--- config.mk ---
export PLATFORM = sky130hd
export DESIGN_NAME = ahb_arbiter
export DESIGN_NICKNAME = d
export VERILOG_FILES = /design/src/rtl/ahb_arbiter.sv
export SDC_FILE = /design/constraint.sdc
export NUM_CORES = 1
export LEC_CHECK = 0
export BUFFER_PORTS_ARGS = -buffer_cell sky130_fd_sc_hd__buf_2
export CAP_MARGIN = 15
export CORE_AREA = 2 2 49 51
export DETAILED_ROUTE_END_ITERATION = 8
export DIE_AREA = 0 0 51 53
export HOLD_SLACK_MARGIN = 0.1
export PLACE_DENSITY = 0.78
export SLEW_MARGIN = 25
export SYNTH_ARGS = -nofsm -noshare
export SYNTH_HDL_FRONTEND = slang
export SYNTH_SLANG_ARGS = --single-unit
--- constraint.sdc ---
create_clock -name HCLK -period 2.2 [get_ports HCLK]
set_input_delay 0.33 -clock HCLK [delete_from_list [all_inputs] [get_ports HCLK]]
set_output_delay 0.33 -clock HCLK [all_outputs]
set_load 0.01 [all_outputs]
--- src/rtl/ahb_arbiter.sv ---
// rtl/ahb_arbiter.sv - AHB round-robin bus arbiter with locked-transfer and fixed-burst tracking
module ahb_arbiter #(
    parameter int NUM_MASTERS = 4,
    parameter int MW          = $clog2(NUM_MASTERS)
) (
    input  logic                   HCLK,
    input  logic                   HRESET,
    input  logic [NUM_MASTERS-1:0] HBUSREQ,
    input  logic [NUM_MASTERS-1:0] HLOCK,
    input  logic [1:0]             HTRANS,
    input  logic [2:0]             HBURST,
    input  logic                   HREADY,
    input  logic [1:0]             HRESP,
    output logic [NUM_MASTERS-1:0] HGRANT,
    output logic [MW-1:0]          HMASTER,
    output logic [MW-1:0]          HMASTER_DATA,
    output logic                   HMASTLOCK
);

    localparam logic [1:0] TRANS_IDLE   = 2'b00;
    localparam logic [1:0] TRANS_NONSEQ = 2'b10;
    localparam logic [1:0] TRANS_SEQ    = 2'b11;
    localparam logic [1:0] RESP_ERROR   = 2'b01;

    typedef enum logic [1:0] {
        PARK,
        ACTIVE,
        BURST
    } state_t;

    state_t        state;
    logic [4:0]    beats_left;
    logic [4:0]    burst_load;
    logic          is_error;
    logic          arb_point;
    logic          found;
    logic [MW-1:0] winner;
    logic [MW-1:0] idx_m;
    int            idx;

    // Beats remaining after the NONSEQ; zero means SINGLE/INCR (no count)
    always_comb begin
        burst_load = 5'd0;
        case (HBURST)
            3'b010, 3'b011: burst_load = 5'd3;
            3'b100, 3'b101: burst_load = 5'd7;
            3'b110, 3'b111: burst_load = 5'd15;
            default:        burst_load = 5'd0;
        endcase
    end

    always_comb begin
        is_error  = (HRESP == RESP_ERROR);
        arb_point = 1'b0;
        if (HREADY) begin
            if (is_error) begin
                arb_point = 1'b1;
            end else if (state == BURST) begin
                arb_point = (HTRANS == TRANS_IDLE) ||
                            (HTRANS == TRANS_SEQ && beats_left == 5'd1);
            end else begin
                arb_point = !HLOCK[HMASTER];
            end
        end
    end

    // Round-robin search starting after the owner; the owner is visited last
    always_comb begin
        found  = 1'b0;
        winner = '0;
        idx    = 0;
        idx_m  = '0;
        for (int i = 1; i <= NUM_MASTERS; i++) begin
            idx   = (int'(HMASTER) + i) % NUM_MASTERS;
            idx_m = MW'(idx);
            if (!found && HBUSREQ[idx_m]) begin
                found  = 1'b1;
                winner = idx_m;
            end
        end
    end

    always_ff @(posedge HCLK) begin
        if (HRESET) begin
            state        <= PARK;
            beats_left   <= 5'd0;
            HGRANT       <= NUM_MASTERS'(1);
            HMASTER      <= '0;
            HMASTER_DATA <= '0;
            HMASTLOCK    <= 1'b0;
        end else if (HREADY) begin
            HMASTER_DATA <= HMASTER;
            if (arb_point) begin
                HMASTER   <= winner;
                HGRANT    <= NUM_MASTERS'(1) << winner;
                HMASTLOCK <= found && HLOCK[winner];
                if (!found) begin
                    state      <= PARK;
                    beats_left <= 5'd0;
                end else if (HTRANS == TRANS_NONSEQ && !is_error &&
                             winner == HMASTER && burst_load != 5'd0) begin
                    // Owner kept the bus, so its new burst is counted
                    state      <= BURST;
                    beats_left <= burst_load;
                end else begin
                    state      <= ACTIVE;
                    beats_left <= 5'd0;
                end
            end else if (HTRANS == TRANS_NONSEQ) begin
                state      <= (burst_load != 5'd0) ? BURST : ACTIVE;
                beats_left <= burst_load;
            end else if (state == BURST && HTRANS == TRANS_SEQ) begin
                beats_left <= beats_left - 5'd1;
            end
        end
    end

endmodule

==> results of run 1 <==
## where the power goes
| group | internal [mW] | switching, mW |
|---|---|---|
| combinational | 0.123 | 0.152 |
| clock | 0.101 | 0.0912 |
| sequential | 0.319 | 0.0199 |
| total | 0.542 | 0.263 |
## kinds of logic after synthesis
family                   Yosys count  share of synthesized area
AO/OA/AOI/OAI                     33                      0.222
XOR/XNOR                           3                     0.0242
adder cells (fa/ha/maj)            2                     0.0230
buffers and inverters             12                     0.0611
flip-flops                        16                      0.295
multiplexers                       7                     0.0760
AND/OR/NAND/NOR                   61                      0.298
## synth_stat cells (all sizes together) (3+ instances only)
master / n / area (µm²)
dfxtp: 16 / 320
nand2b: 6 / 37.5
mux2i: 6 / 60.1
nand3: 7 / 40.0
o21ai: 4 / 20.0
inv: 4 / 15.0
buf: 5 / 40.0
a31oi: 3 / 18.8
xor2: 3 / 26.3
nor3b: 5 / 37.5
a211oi: 7 / 62.6
nor2: 13 / 48.8
or3: 3 / 18.8
a21oi: 8 / 43.8
clkbuf: 3 / 11.3
nand2: 15 / 56.3
## registers in the layout, indices dropped and copies added (netlist names)
name / flops
HGRANT: 4
HMASTER: 2
HMASTER_DATA: 2
HMASTLOCK: 1
beats_left: 5
state: 2
## stage by stage
stage               instances  hold WS, ns  utilization
global placement          183        0.439        0.570
finish                    187        0.356        0.587
floorplan                 134        0.427            -
detailed placement        183        0.450        0.570
CTS                       187        0.343        0.587
global route              187        0.397        0.587
## cell type report
| class | count | area, µm² |
|---|---|---|
| flip-flops and latches | 16 | 320 |
| well taps | 28 | 35.0 |
| multi-input cells | 106 | 699 |
| inverters | 4 | 15.0 |
| clock buffers | 4 | 36.3 |
| fillers | 208 | 887 |
| repair buffers | 29 | 155 |
## how the worst max path moves through the flow
| stage | start | endpoint | slack (ns) | depth (start not counted) |
|---|---|---|---|---|
| final | beats_left[1]$_SDFFE_PP0P_ | beats_left[3]$_SDFFE_PP0P_ | 0.19 | 8 |
| after CTS | beats_left[1]$_SDFFE_PP0P_ | beats_left[3]$_SDFFE_PP0P_ | 0.19 | 8 |
| after floorplan | HMASTER[0]$_SDFFE_PP0P_ | beats_left[4]$_SDFFE_PP0P_ | 0.30 | 8 |
| after detailed placement | HLOCK[3] | HGRANT[1]$_SDFFE_PP0P_ | 0.20 | 7 |
| after global placement | beats_left[1]$_SDFFE_PP0P_ | beats_left[3]$_SDFFE_PP0P_ | 0.24 | 8 |
| after global routing | beats_left[1]$_SDFFE_PP0P_ | beats_left[3]$_SDFFE_PP0P_ | 0.03 | 8 |
## worst reg2reg max path: cells and delay by family, from the launching register on
family	cells	cell delay (ns)
buffers and inverters	1	0.06
adders and majority gates	1	0.17
and+or+nand+nor	3	0.69
AOI/OAI and AO/OA	3	0.65
DFF	1	0.36
## metal layers
metal,global-route usage,vias to the layer above,part of all wire,wire length [µm]
met5,0,-,0,0
met4,0.0856,0,0.0049,12
met3,0.0282,2,0.061,148
met2,0.359,30,0.47,1150
met1,0.247,496,0.46,1120
li1,-,544,-,-
==> impl_results.md, run 1 <==
- Critical R2R Capture: beats_left[3]$_SDFFE_PP0P_
- DRT Pass-1 Iters: 4
- Number of global-route vias before repair: 994
- Max Slew Vio Count: 0
- Slowest stage cell on the critical path: dfxtp_1
- Status: finished clean
- Max VDD drop: 0.519 mV
- Ys flop type: dfxtp_1
- Die Span X: 51 µm
- Worst r2r path cells: 8
- Placer Congestion: 0.826
- Num CTS Buffers: 3
- Max-cap violations: 0
- Clock latency at the later pin of the worst-skew pair: 0.28 ns
- # diodes: 0
- Setup TNS: 0 ns
- Hold_sp: HBURST[2]
- Worst Setup End Kind: flop
- CP Class: reg2reg
- LEAKAGE: 0.540 nW
- Final nets: 180
- Synth Register Bits: 16
- Post-synth EDFFs: 0
- Largest net degree at the start of global routing: 17
- Sink Count: 16
- Max clock buf depth: 2
- Post-CTS Resized: 0
- WP data arrival: 2.20 ns
- Crit path buffers/inverters: 1
- Hold depth: 3
- Worst R2R Setup Slack: 0.19 ns
- Syn_area_per_cell: 8.10 µm²
- Type of the most critical hold path: in2reg
- Hold Path End: beats_left[2]$_SDFFE_PP0P_
- Final hold violation count: 0
- Hpwl dp: 1.83 mm
- First-pass GRT wire length: 4.24 mm
- FP Rows: 17
- Worst path max stage delay: 0.36 ns
- Layout cells sized above 1: 0.258
- Detailed-route DRC error count: 0
- Worst setup SP type: flop
- CTS Hold Bufs: 0
- Post-CTS Setup Bufs: 0
- # IOs: 27
- Initial antenna violation count: 0
- Setup-failing EPs final: 0
- PnR worst setup slack: 0.190 ns
- Netlist cell types: 42
- Crit-path cells: inv_1, ha_1, and4b_1, and2_1, o311ai_1, a31oi_1, or3_1, a311oi_1
- CORE AREA: 2150 µm²
- Global-route usage over all layers: 0.204
- Tot Pwr: 0.806 mW
- CTS tree: built
- Post-route ant nets: 0
- RR Startpoint: beats_left[1]$_SDFFE_PP0P_
- Tmin final: 2.01 ns
- Cells after Synth: 134
- Worst EP required: 2.39 ns
- Root buffer cell: clkbuf_4
- Seq/Total Area, Yosys: 0.295
- DR vias: 1072
- F_max: 498 MHz
- Die area: 2700 µm²
- Total Wirelength: 2.44 mm
- Final Skew: 0.00837 ns
- Buffers on Ports: 25
- Yosys warns: 0
- Layout area overhead: 16.1%
- Final instance area: 1260 µm²
- Vias per inst: 5.73
- Most frequent cells in the layout: buf_2 (25), dfxtp_1 (16), nand2_1 (15)
- Slew HR: 0.653
- Grt ovf: 0
- Dpl ws: 0.204 ns
- Worst-margin pin slew: 0.520 ns
- Starting Density: 0.506
- RSZ-0062 raised after global routing: no
- Starting DRT DRC Count: 18
- Crit share post-route: 0.914
- Syn_nets: 154
- Clk slew on worst S/H paths: 0.09 ns
- Critical path's top delay family: simple AND/OR/NAND/NOR gates
- H-tree depth: 1
- Max Fanout on Critical Path: 3
- Synthesized area: 1090 µm²
- Cell area power density: 639 nW/µm²
- Die H: 53 µm
- Dpl cell area: 1220 µm²
- Commonest non-fill, non-tap cell in the layout: buf_2
- FFs w/ async S/R, synth: 0
- WL/cell: 13.0 µm
No activity file was read; power rests on OpenSTA's default activity.
==> run 2: changes to the inputs <==
--- a/config.mk
+++ b/config.mk
@@ -12,6 +12,7 @@
 export DIE_AREA = 0 0 51 53
 export HOLD_SLACK_MARGIN = 0.1
 export PLACE_DENSITY = 0.78
+export RECOVER_POWER = 25
 export SLEW_MARGIN = 25
 export SYNTH_ARGS = -nofsm -noshare
 export SYNTH_HDL_FRONTEND = slang
==> impl_results.md, run 2 (synthesis results as in run 1) <==
- Die Span X: 51 µm (unchanged)
- Worst path max stage delay: 0.36 ns (about the same)
- Top reg by flops: beats_left (unchanged)
- Worst Setup SP: beats_left[1]$_SDFFE_PP0P_ (unchanged)
- Worst R2R Setup Slack: 0.19 ns (about the same)
- Crit share post-route: 0.912 (was 0.914)
- Dpl cell area: 1220 µm² (unchanged)
- Post-CTS Setup Bufs: 0 (unchanged)
- F_max: 498 MHz (about the same)
- Grt ovf: 0 (unchanged)
- H-tree depth: 1 (unchanged)
- Max VDD drop: 0.517 mV (was 0.519 mV)
- Number of global-route vias before repair: 994 (unchanged)
- RSZ-0062 raised after global routing: no (unchanged)
- Max clock buf depth: 2 (unchanged)
- Final hold violation count: 0 (unchanged)
- FP Rows: 17 (unchanged)
- Detailed-route DRC error count: 0 (unchanged)
- CTS tree: built (unchanged)
- First-pass GRT wire length: 4.24 mm (unchanged)
- DR vias: 1075 (was 1072)
- Die H: 53 µm (unchanged)
- Final instance area: 1250 µm² (was 1260 µm²)
- Die area: 2700 µm² (unchanged)
- CP Class: reg2reg (unchanged)
- Crit-path cells: inv_1, ha_1, and4b_1, and2_1, o311ai_1, a31oi_1, or3_1, a311oi_1 (unchanged)
- Largest register FFs: 5 (unchanged)
- WP data arrival: 2.20 ns (about the same)
- Hpwl dp: 1.83 mm (unchanged)
- Commonest non-fill, non-tap cell in the layout: buf_2 (unchanged)
- Setup TNS: 0 ns (unchanged)
- CORE AREA: 2150 µm² (unchanged)
- Total Wirelength: 2.41 mm (was 2.44 mm)
- Worst Setup End Kind: flop (unchanged)
- # fillers: 213 (was 208)
- Buffers on Ports: 25 (unchanged)
- Starting DRT DRC Count: 17 (was 18)
- Root buffer cell: clkbuf_4 (unchanged)
- Sink Count: 16 (unchanged)
- WL/cell: 12.9 µm (was 13.0 µm)
- Worst EP required: 2.39 ns (about the same)
- Most frequent cells in the layout: buf_2 (21), dfxtp_1 (16), nand2_1 (15) (was buf_2 (25), dfxtp_1 (16), nand2_1 (15))
- Placer Congestion: 0.826 (unchanged)
- # IOs: 27 (unchanged)
- Biggest regs: beats_left (5), HGRANT (4) (unchanged)
- Post-CTS Resized: 0 (unchanged)
- Vias per inst: 5.75 (was 5.73)
- Tmin final: 2.01 ns (about the same)
- Max Slew Vio Count: 0 (unchanged)
- Worst setup SP type: flop (unchanged)
- Worst-margin pin slew: 0.510 ns (was 0.520 ns)
- Largest net degree at the start of global routing: 17 (unchanged)
- Cell area power density: 640 nW/µm² (was 639 nW/µm²)
- Final Skew: 0.00892 ns (was 0.00837 ns)
- Global-route usage over all layers: 0.204 (unchanged)
- Setup-failing EPs final: 0 (unchanged)
- Clk slew on worst S/H paths: 0.09 ns (about the same)
- Clock latency at the later pin of the worst-skew pair: 0.28 ns (about the same)
- Slew HR: 0.660 (was 0.653)
- CTS Hold Bufs: 0 (unchanged)
- Layout cells sized above 1: 0.220 (was 0.258)
- Type of the most critical hold path: in2reg (unchanged)
- Status: finished clean (unchanged)
- Max-cap violations: 0 (unchanged)
- Slowest stage cell on the critical path: dfxtp_1 (unchanged)
- Initial antenna violation count: 0 (unchanged)
- Post-route ant nets: 0 (unchanged)
- # diodes: 0 (unchanged)
- Layout area overhead: 15.0% (was 16.1%)
- Num CTS Buffers: 3 (unchanged)
- Max Fanout on Critical Path: 3 (unchanged)
- Starting Density: 0.506 (unchanged)
- Hold_sp: HBURST[2] (unchanged)
- LEAKAGE: 0.518 nW (was 0.540 nW)
- Final nets: 180 (unchanged)
- RR Startpoint: beats_left[1]$_SDFFE_PP0P_ (unchanged)
- DRT Pass-1 Iters: 5 (was 4)
[run 2: per-stage QoR]
stage	setup slack (ns)	power [mW]	cells	hold WS, ns	utilization
detailed placement	0.204	0.620	183	0.450	0.570
global route	0.0331	0.857	187	0.397	0.581
floorplan	0.303	0.551	134	0.427	-
global placement	0.237	0.610	183	0.439	0.570
CTS	0.191	0.814	187	0.343	0.587
finish	0.194	0.800	187	0.357	0.581
[run 2: worst paths after layout]
path                                              endpoint  cells after the start
worst max-delay path            beats_left[3]$_SDFFE_PP0P_                      8
worst min-delay path            beats_left[2]$_SDFFE_PP0P_                      3
worst max register to register  beats_left[3]$_SDFFE_PP0P_                      8
worst min register to register      HGRANT[2]$_SDFFE_PP0P_                      2
[run 2: cell type report]
class	instances	area, µm²	area share
Multi-Input combinational cell	106	699	0.560
Sequential cell	16	320	0.257
Timing Repair Buffer	29	143	0.114
Clock buffer	4	36.3	0.0291
Tap cell	28	35.0	0.0281
Inverter	4	15.0	0.0120
[run 2: layer usage]
metal  GRT usage  vias to the layer above  share of wire
li1            -                      545              -
met1       0.247                      496           0.47
met4      0.0856                        0         0.0050
met3      0.0282                        2          0.056
met5           0                        -              0
met2       0.359                       32           0.47
[run 2: critical path: cells and delay by family (launching register included)]
kind	cells	cell delay, ns
flops	1	0.36
simple gates	3	0.69
fa+ha+maj	1	0.17
compound gates	3	0.64
buf+inv	1	0.06
[run 2: report_power, final]
group / internal, mW / leakage, nW / switching [mW]
clock: 0.101 / 0.0210 / 0.0905
combinational: 0.118 / 0.365 / 0.152
sequential: 0.319 / 0.131 / 0.0197
total: 0.537 / 0.518 / 0.262
==> run 3: changes to the inputs <==
--- a/config.mk
+++ b/config.mk
@@ -6,13 +6,12 @@
 export NUM_CORES = 1
 export LEC_CHECK = 0
 export BUFFER_PORTS_ARGS = -buffer_cell sky130_fd_sc_hd__buf_2
-export CAP_MARGIN = 15
-export CORE_AREA = 2 2 49 51
+export CAP_MARGIN = 20
+export CORE_AREA = 2 2 52 54
 export DETAILED_ROUTE_END_ITERATION = 8
-export DIE_AREA = 0 0 51 53
+export DIE_AREA = 0 0 54 56
 export HOLD_SLACK_MARGIN = 0.1
-export PLACE_DENSITY = 0.78
-export RECOVER_POWER = 25
+export PLACE_DENSITY = 0.73
 export SLEW_MARGIN = 25
 export SYNTH_ARGS = -nofsm -noshare
 export SYNTH_HDL_FRONTEND = slang
==> constraint.sdc (replaced) <==
create_clock -name HCLK -period 1.68 [get_ports HCLK]
set_input_delay 0.252 -clock HCLK [delete_from_list [all_inputs] [get_ports HCLK]]
set_output_delay 0.252 -clock HCLK [all_outputs]
set_load 0.01 [all_outputs]
==> impl_results.md, run 3 (synthesis results as in run 1) <==
- Hold Path End: beats_left[2]$_SDFFE_PP0P_ (unchanged)
- Biggest regs: beats_left (5), HGRANT (4) (unchanged)
- Critical R2R Capture: state[1]$_SDFFE_PP0P_ (was beats_left[3]$_SDFFE_PP0P_)
- Max clock buf depth: 2 (unchanged)
- Slew HR: 0.709 (was 0.660)
- Hold_sp: HBURST[2] (unchanged)
- DR vias: 1192 (was 1075)
- Critical path's top delay family: compound AO/OA/AOI/OAI gates (was simple AND/OR/NAND/NOR gates)
- Largest net degree at the start of global routing: 17 (unchanged)
- Post-route ant nets: 0 (unchanged)
- RR Startpoint: beats_left[1]$_SDFFE_PP0P_ (unchanged)
- Num CTS Buffers: 3 (unchanged)
- Final Skew: 0.00642 ns (was 0.00892 ns)
- Worst R2R Setup Slack: -0.20 ns (was 0.19 ns)
- Crit share post-route: 1.12 (was 0.912)
- Hold depth: 3 (unchanged)
- Failing checks: negative setup slack
- Max Slew Vio Count: 0 (unchanged)
- Final Non-Filler Cells: 211 (was 187)
- Number of global-route vias before repair: 1262 (was 994)
- Die H: 56 µm (was 53 µm)
- Starting DRT DRC Count: 33 (was 17)
- Final nets: 202 (was 180)
- LEAKAGE: 0.681 nW (was 0.518 nW)
- NetSw: 0.437 mW (was 0.262 mW)
- Total Wirelength: 3.13 mm (was 2.41 mm)
- WP data arrival: 2.05 ns (was 2.20 ns)
- Clock latency at the later pin of the worst-skew pair: 0.29 ns (was 0.28 ns)
- Slowest stage cell on the critical path: dfxtp_2 (was dfxtp_1)
- Worst r2r path cells: 8 (unchanged)
- Status: finished with violations (was finished clean)
- Layout cells sized above 1: 0.481 (was 0.220)
- Cell area power density: 791 nW/µm² (was 640 nW/µm²)
- Worst setup SP type: flop (unchanged)
- Worst-margin pin slew: 0.436 ns (was 0.510 ns)
- Buffers on Ports: 25 (unchanged)
- Logic pwr share: 0.438 (was 0.337)
- Final hold violation count: 0 (unchanged)
- WP depth: 8 (unchanged)
- Largest register FFs: 5 (unchanged)
- Setup-failing EPs final: 14 (was 0)
- CORE AREA: 2430 µm² (was 2150 µm²)
- Commonest non-fill, non-tap cell in the layout: buf_2 (unchanged)
- WL/cell: 14.8 µm (was 12.9 µm)
- Sink Count: 16 (unchanged)
- Tmin final: 1.88 ns (was 2.01 ns)
- First-pass GRT wire length: 5.19 mm (was 4.24 mm)
- CTS tree: built (unchanged)
- Type of the most critical hold path: in2reg (unchanged)
- Detailed-route DRC error count: 0 (unchanged)
- Max Fanout on Critical Path: 6 (was 3)
- Worst Setup End Kind: flop (unchanged)
- Die area: 3020 µm² (was 2700 µm²)
- CP Class: reg2reg (unchanged)
- Tot Pwr: 1.26 mW (was 0.800 mW)
- Sw frac: 0.347 (was 0.328)
- Cell count after placement: 199 (was 183)
- CTS Hold Bufs: 0 (unchanged)
- Layout area overhead: 46.4% (was 15.0%)
- Most frequent cells in the layout: buf_2 (25), buf_4 (21), dfxtp_1 (14) (was buf_2 (21), dfxtp_1 (16), nand2_1 (15))
- Grt ovf: 0 (unchanged)
- Pint: 0.822 mW (was 0.537 mW)
- Share of total power in the clock network: 0.209 (was 0.239)
- Crit-path cells: inv_2, ha_4, and4b_1, buf_4, a211o_1, a21oi_4, mux2i_1, a211oi_1 (was inv_1, ha_1, and4b_1, and2_1, o311ai_1, a31oi_1, or3_1, a311oi_1)
- Worst Setup SP: beats_left[1]$_SDFFE_PP0P_ (unchanged)
- Hold slack final: 0.279 ns (was 0.357 ns)
- Global-route usage over all layers: 0.226 (was 0.204)
- Top reg by flops: beats_left (unchanged)
- Starting Density: 0.447 (was 0.506)
- Worst EP required: 1.84 ns (was 2.39 ns)
- Placer Congestion: 0.863 (was 0.826)
- Die Span X: 54 µm (was 51 µm)
- # diodes: 0 (unchanged)
- Max VDD drop: 0.628 mV (was 0.517 mV)
- H-tree depth: 1 (unchanged)
- # IOs: 27 (unchanged)
- Initial antenna violation count: 0 (unchanged)
- Crit path buffers/inverters: 2 (was 1)
- Max-cap violations: 0 (unchanged)
- RSZ-0062 raised after global routing: yes (was no)
- Vias per inst: 5.65 (was 5.75)
- Clk slew on worst S/H paths: 0.11 ns (was 0.09 ns)
- Worst path max stage delay: 0.35 ns (was 0.36 ns)
- Root buffer cell: clkbuf_4 (unchanged)
- PnR worst setup slack: -0.205 ns (was 0.194 ns)
- Hpwl dp: 2.12 mm (was 1.83 mm)
- F_max: 531 MHz (was 498 MHz)
- Reg power frac: 0.354 (was 0.424)
- DRT Pass-1 Iters: 4 (was 5)
- FP Rows: 18 (was 17)
-- run 3: routing by layer --
layer,track usage,part of all wire,vias to the layer above
met1,0.263,0.41,563
met5,0,0,-
met3,0.0349,0.048,4
met2,0.387,0.53,39
li1,-,-,586
met4,0.107,0.0086,0
-- run 3: per-stage QoR --
| step | setup slack [ns] | TNS (ns) | util | cell area, µm² |
|---|---|---|---|---|
| global placement | -0.181 | -1.74 | 0.556 | 1350 |
| CTS | -0.292 | -2.37 | 0.646 | 1570 |
| finish | -0.205 | -1.97 | 0.654 | 1590 |
| global route | -0.279 | -3.11 | 0.654 | 1590 |
| floorplan | -0.119 | -0.670 | - | 1110 |
| detailed placement | -0.277 | -2.54 | 0.556 | 1350 |
-- run 3: worst min-delay path, delay by kind of cell --
| family | cells | cell delay [ns] |
|---|---|---|
| buffers and inverters | 1 | 0.11 |
| AOI/OAI and AO/OA | 2 | 0.17 |
-- run 3: cell type report --
cell class	instances	area [µm²]
clock buffers	4	36.3
repair buffers	51	339
inverters	4	15.0
flip-flops and latches	16	323
well taps	30	37.5
multi-input cells	106	840
fillers	197	842
-- run 3: worst max path at each step --
| stage | slack [ns] | to |
|---|---|---|
| final | -0.20 | state[1]$_SDFFE_PP0P_ |
| after global routing | -0.28 | state[1]$_SDFFE_PP0P_ |
| after CTS | -0.29 | beats_left[3]$_SDFFE_PP0P_ |
| after detailed placement | -0.28 | beats_left[3]$_SDFFE_PP0P_ |
| after global placement | -0.18 | HGRANT[1]$_SDFFE_PP0P_ |
| after floorplan | -0.12 | beats_left[4]$_SDFFE_PP0P_ |
-- run 3: repair_timing --
action | 4_1_cts | 5_1_grt
pin swaps | 23 | 11
gates resized for setup | 25 | 7
setup endpoints to repair | 14 | 14
buffers inserted | 9 | 0
-- run 3: power by group through the flow --
stage / Clock [mW] / Sequential (mW) / Combinational (mW)
after floorplan: 0 / 0.458 / 0.272
after global placement: 0 / 0.449 / 0.409
after detailed placement: 0 / 0.451 / 0.423
after CTS: 0.269 / 0.445 / 0.525
after global routing: 0.287 / 0.451 / 0.593
final: 0.263 / 0.445 / 0.551
